<file path="config.mk">
export PLATFORM = sky130hd
export DESIGN_NAME = count_enable_gen
export DESIGN_NICKNAME = d
export VERILOG_FILES = /design/src/rtl/count_enable_gen.sv
export SDC_FILE = /design/constraint.sdc
export NUM_CORES = 1
export LEC_CHECK = 0
export ABC_AREA = 1
export ABC_CLOCK_PERIOD_IN_PS = 1000
export CAP_MARGIN = 0
export CORE_AREA = 8 8 45 47
export DETAILED_ROUTE_END_ITERATION = 12
export DIE_AREA = 0 0 53 55
export MAX_ROUTING_LAYER = met4
export PLACE_DENSITY = 0.65
export SYNTH_ARGS = -nofsm -noshare
export SYNTH_HDL_FRONTEND = slang
export SYNTH_SLANG_ARGS = --single-unit
</file>
<file path="constraint.sdc">
create_clock -name clk -period 1 [get_ports clk]
set_input_delay 0.25 -clock clk [delete_from_list [all_inputs] [get_ports clk]]
set_output_delay 0.25 -clock clk [all_outputs]
set_load 0.03 [all_outputs]
</file>
<file path="src/rtl/count_enable_gen.sv">
// rtl/count_enable_gen.sv - debounced start/stop button driving a prescaled count enable
// Optional AUTO_STOP_EN: counter overflow (ovf_in) forces STOPPED while RUNNING.
module count_enable_gen #(
   parameter int DEBOUNCE_CYCLES = 4,
   parameter int TICK_DIV        = 10
) (
   input  logic clk,
   input  logic reset,
   input  logic btn_in,
   input  logic ovf_in,
   output logic enable,
   output logic running,
   output logic btn_pulse
);

   localparam int DB_W = (DEBOUNCE_CYCLES > 1) ? $clog2(DEBOUNCE_CYCLES) : 1;
   localparam int PS_W = (TICK_DIV > 1) ? $clog2(TICK_DIV) : 1;
   localparam logic [DB_W-1:0] DB_LAST = DB_W'(DEBOUNCE_CYCLES - 1);
   localparam logic [PS_W-1:0] PS_LAST = PS_W'(TICK_DIV - 1);

   typedef enum logic {ST_STOPPED = 1'b0, ST_RUNNING = 1'b1} state_t;

   logic            sync1_q, sync2_q;
   logic [DB_W-1:0] db_cnt_q, db_cnt_d;
   logic            stable_q, stable_d;
   logic            pulse_q, pulse_d;
   state_t          state_q, state_d;
   logic [PS_W-1:0] presc_q, presc_d;
   logic            ovf_stop;

`ifdef AUTO_STOP_EN
   assign ovf_stop = ovf_in;
`else
   logic unused_ovf;
   assign unused_ovf = ovf_in;
   assign ovf_stop   = 1'b0;
`endif

   // A level change is accepted only after it has persisted DEBOUNCE_CYCLES edges.
   always_comb begin
      db_cnt_d = db_cnt_q;
      stable_d = stable_q;
      pulse_d  = 1'b0;
      if (sync2_q == stable_q) begin
         db_cnt_d = '0;
      end else if (db_cnt_q != DB_LAST) begin
         db_cnt_d = db_cnt_q + DB_W'(1);
      end else begin
         stable_d = sync2_q;
         db_cnt_d = '0;
         pulse_d  = sync2_q;
      end
   end

   always_comb begin
      state_d = state_q;
      presc_d = presc_q;
      case (state_q)
         ST_STOPPED: begin
            presc_d = '0;
            if (pulse_q) state_d = ST_RUNNING;
         end
         ST_RUNNING: begin
            if (ovf_stop || pulse_q) begin
               state_d = ST_STOPPED;
               presc_d = '0;
            end else begin
               presc_d = (presc_q == PS_LAST) ? '0 : presc_q + PS_W'(1);
            end
         end
         default: begin
            state_d = ST_STOPPED;
            presc_d = '0;
         end
      endcase
   end

   always_ff @(posedge clk) begin
      if (reset) begin
         sync1_q  <= 1'b0;
         sync2_q  <= 1'b0;
         db_cnt_q <= '0;
         stable_q <= 1'b0;
         pulse_q  <= 1'b0;
         state_q  <= ST_STOPPED;
         presc_q  <= '0;
      end else begin
         sync1_q  <= btn_in;
         sync2_q  <= sync1_q;
         db_cnt_q <= db_cnt_d;
         stable_q <= stable_d;
         pulse_q  <= pulse_d;
         state_q  <= state_d;
         presc_q  <= presc_d;
      end
   end

   assign running   = (state_q == ST_RUNNING);
   assign enable    = (state_q == ST_RUNNING) && (presc_q == PS_LAST);
   assign btn_pulse = pulse_q;

endmodule

</file>
## Word-level counts from Yosys, hierarchy flattened

Cells that the tools add are included.

- Bits in registers: 11
- Input bits: 4
- Logic and storage cells: 25
- Output and inout port bits: 3

- Add/subtract/negate cells: 2
- Bitwise operators: 3
- Multiplexer cells: 6
- Reductions and logical operators: 4
- Eq/ne operators: 3

Operator list:

| cell | count |
|---|---|
| $mux 4 | 2 |
| $pmux 4 s2 | 1 |
| $reduce_or 3->1 | 2 |
| $add 4x1->4 const B | 1 |
| $eq 4x4->1 const B | 1 |
| $not 1->1 | 3 |
| $add 2x1->2 const B | 1 |
| $mux 1 | 2 |
| $ne 2x2->1 const B | 1 |
| $pmux 1 s2 | 1 |
| $reduce_and 2->1 | 1 |
| $eq 1x1->1 | 1 |
| $logic_and 1x1->1 | 1 |

## Depth between registers and ports, before layout

- Depth after elaboration: 4
- Depth in mapped cells: 5
- Mapped depth without buffers: 5

## Least setup slack after synthesis

No wires, ideal clock.

- Path type: reg-to-output
- Start point: register state_q (netlist: running)
- End point: output port enable
- Path slack: -0.289 ns
- Stages on the path, launching flop included: 3
- Path buffers: 0
- Required time: 0.750 ns
- Data arrival time: 1.039 ns
- Path through: dfxtp_1 -> inv_1 -> nor2_1

- Word-level cells in the longest chain between the ends: 1

Ends and longest elaborated chain:

| element | line | source |
|---|---|---|
| start: declaration | 27 | `state_t state_q, state_d;` |
| start signal: assignment | 93 | `state_q <= state_d;` |
| $logic_and 1x1->1 | 99 | `assign enable = (state_q == ST_RUNNING) && (presc_q == PS_LAST);` |
| end: declaration | 11 | `output logic enable,` |

Every way passes these cells.

## Worst setup path in the final report

- Start point: register presc_q[1]
- End point: output port enable

- Word-level cells in the longest chain between the ends: 2

Ends and longest elaborated chain:

| element | line | source |
|---|---|---|
| start: declaration | 28 | `logic [PS_W-1:0] presc_q, presc_d;` |
| start signal: assignment | 94 | `presc_q <= presc_d;` |
| $eq 4x4->1 | 99 |  |
| $logic_and 1x1->1 | 99 |  |

Every way passes these cells.

==> impl_metrics.tcl <==
set metrics [dict create \
    status "finished with violations" \
    violations "negative setup slack" \
    slew_headroom 0.893 \
    synthToLayoutAreaGrowth_pct 43.5 \
    wl_um 729 \
    drtAntennaViolNets 0 \
    arrival_ns 1.12 \
    dp_hpwl_um 542 \
    nets 75 \
    grt_pass1_vias 350 \
    endpoint_kind "primary output" \
    synth_area_sq_um 432 \
    start_util 0.312 \
    synth-xor-area-share 0.0203 \
    p_leak_uw 0.000268 \
    io_pins 7 \
    synth_largest_area_cell "dfxtp_1" \
    rsz0062_at_grt "yes" \
    gp_congestion 0.719 \
    cp_top_family "flip-flops" \
    p_total_uw 769 \
    irDropWorstVdd_uv 615 \
    path_buf_inv 2 \
    cts_hold_buf 0 \
    grt_pass1_wl_um 1260 \
    yosys_warnings 0 \
    yosys.area_share.simple 0.275 \
    finalHoldViolations 0 \
    drive_gt1_frac 0.418 \
    tritoncts "built" \
    placed_cell_area_sq_um 551 \
    synth_top_family_by_area "simple AND/OR/NAND/NOR gates" \
    powerDensity_mw_per_mm2 1240 \
    synth-seq-cells 11 \
    viasPerCell 4.54 \
    period_needed_ns 1.37 \
    slowest_delay_ns 0.32 \
    cp.required_ns 0.75 \
    finClkSkew_ns 0.00559 \
    grt_start_max_net_pins 7 \
    die_w_um 53 \
    synth_fa_ha_area_frac 0.0870 \
    drt_pass1_iterations 2 \
    synth_top_area_share 0.510 \
    finalSetupViolCount 6 \
    clk_path_buf_depth 2 \
    fmax_ghz 0.730 \
    track_usage 0.0621 \
    portBuffers 5 \
    syn_avg_cell_area_sq_um 8.46 \
    cap_violations 0 \
    cts_inserted_buffers 3 \
    synth_mux_area_frac 0 \
    path_cells "inv_2 -> ha_4 -> nand3b_1 -> nor2_4 -> buf_6" \
    setup_ws_ns -0.371 \
    final_cell_area_sq_um 619 \
    vias 377 \
    drtIter0Drc 3 \
    h-tree-depth 1 \
    cts_root_buf "clkbuf_4" \
    drv_slew 0 \
    critPathMaxFanout 2 \
    clk-insertion-delay-late_ns 0.27 \
    crit_slowest_cell "dfxtp_2" \
    syn_inst 51 \
    n_antenna_cell 0 \
    overflow 0 \
    dieArea_sq_mm 0.00292 \
    final_util 0.448 \
    drc 0 \
    dp_cells 78 \
    avgRoutedWirePerCell_um 8.78 \
    core_sq_mm 0.00138 \
    setup.worst_path.start_class "flop" \
    fin_crit_sh 1.37 \
    synth_cell_types 15 \
    die_h_um 55 \
    worst_slew_pin_slew_ns 0.160 \
    hold_class "reg -> reg" \
    cts.sinks 11 \
    syn-num-nets 58 \
    num_rows 14 \
    worstSetupPathType "reg -> out" \
    synth_compound_area_frac 0.0290 \
    yosysSeqAreaShare 0.510 \
    clkTransAtPathRegs_ns 0.06 \
    finalNonFillerCells 83 \
    antenna_found_initial 0 \
    netlist_top_cells_area "dfxtp_1 51%, ha_1 8.7%, nor2_1 8.7%" \
]
-- where the power goes --
part / internal [uW] / switching, uW / leakage (uW)
clock network: 154 / 146 / 0.0000150
logic: 13.4 / 9.62 / 0.000162
registers: 443 / 2.54 / 0.0000912
total: 611 / 158 / 0.000268
-- placed cells by master, fill, tap and decap left out, drive strengths merged --
master / count
nor2: 12
dfxtp: 11
buf: 10
inv: 9
nand2: 6
clkbuf: 4
nand3: 3
ha: 3
nand4: 2
clkdlybuf4s50: 2
nand3b: 1
or2: 1
xnor2: 1
o21a: 1
o21ai: 1
-- state kept, by name (all words and copies together) (netlist names) --
signal / flops
sync2_q: 1
stable_q: 1
presc_q: 4
db_cnt_q: 2
running: 1
btn_pulse: 1
sync1_q: 1
-- synth_stat cells --
| master | n |
|---|---|
| nand2_1 | 4 |
| nand3_1 | 3 |
| nor2_1 | 10 |
| dfxtp_1 | 11 |
| inv_2 | 1 |
| xnor2_1 | 1 |
| nand4_1 | 2 |
| nor2_2 | 2 |
| inv_1 | 8 |
| nand3b_1 | 1 |
| ha_1 | 3 |
| o21a_1 | 1 |
| or2_2 | 1 |
| nand2_2 | 2 |
| o21ai_0 | 1 |
-- stage by stage --
stage          setup TNS [ns]  setup slack, ns  hold slack (ns)
6_report               -0.430           -0.371            0.411
5_1_grt                -0.714           -0.429            0.434
4_1_cts                -0.482           -0.390            0.413
3_5_place_dp            -1.55           -0.217            0.404
3_3_place_gp            -1.49           -0.208            0.390
2_1_floorplan          -0.103           -0.103            0.321
-- path summary, 6_finish.rpt --
kind                                 start    endpoint  slack (ns)  cells after the start
worst max-delay path            presc_q[1]      enable       -0.37                      5
worst min-delay path               sync1_q     sync2_q        0.41                      2
worst max register to register  presc_q[1]  presc_q[2]       -0.02                      6
worst min register to register     sync1_q     sync2_q        0.41                      2
-- layout make-up --
type                    instances  area, sq um
clock buffers                   4         26.3
flip-flops and latches         11          225
multi-input cells              31          208
inverters                       9         33.8
fillers                       136          764
repair buffers                 12          106
well taps                      16         20.0
-- repair_timing --
item,4_1_cts,5_1_grt
pin swaps,2,0
buffers inserted,1,0
endpoints found under the setup margin,7,7
resized for setup,8,2
-- per-layer routing --
layer  global-route usage  vias to the layer above  wire length, um
li1                     -                      188                -
met1               0.0551                      175              304
met2               0.0977                       10              335
met3               0.0401                        4               62
met4               0.0388                        0               26
met5                    -                        -                0
-- cells by family after synthesis --
group,Yosys count
compound gates,2
xor+xnor,1
fa+ha+maj,3
buf+inv,9
flops,11
simple gates,25
-- worst register-to-register path, cell delays in order (launching register included) --
cell and delay, ns:
dfxtp_2 0.32, inv_2 0.06, ha_4 0.11, nand3b_1 0.13
buf_4 0.18, nand2_4 0.09, nor2_1 0.04
Note: power is estimated with default switching activity, not from simulation.
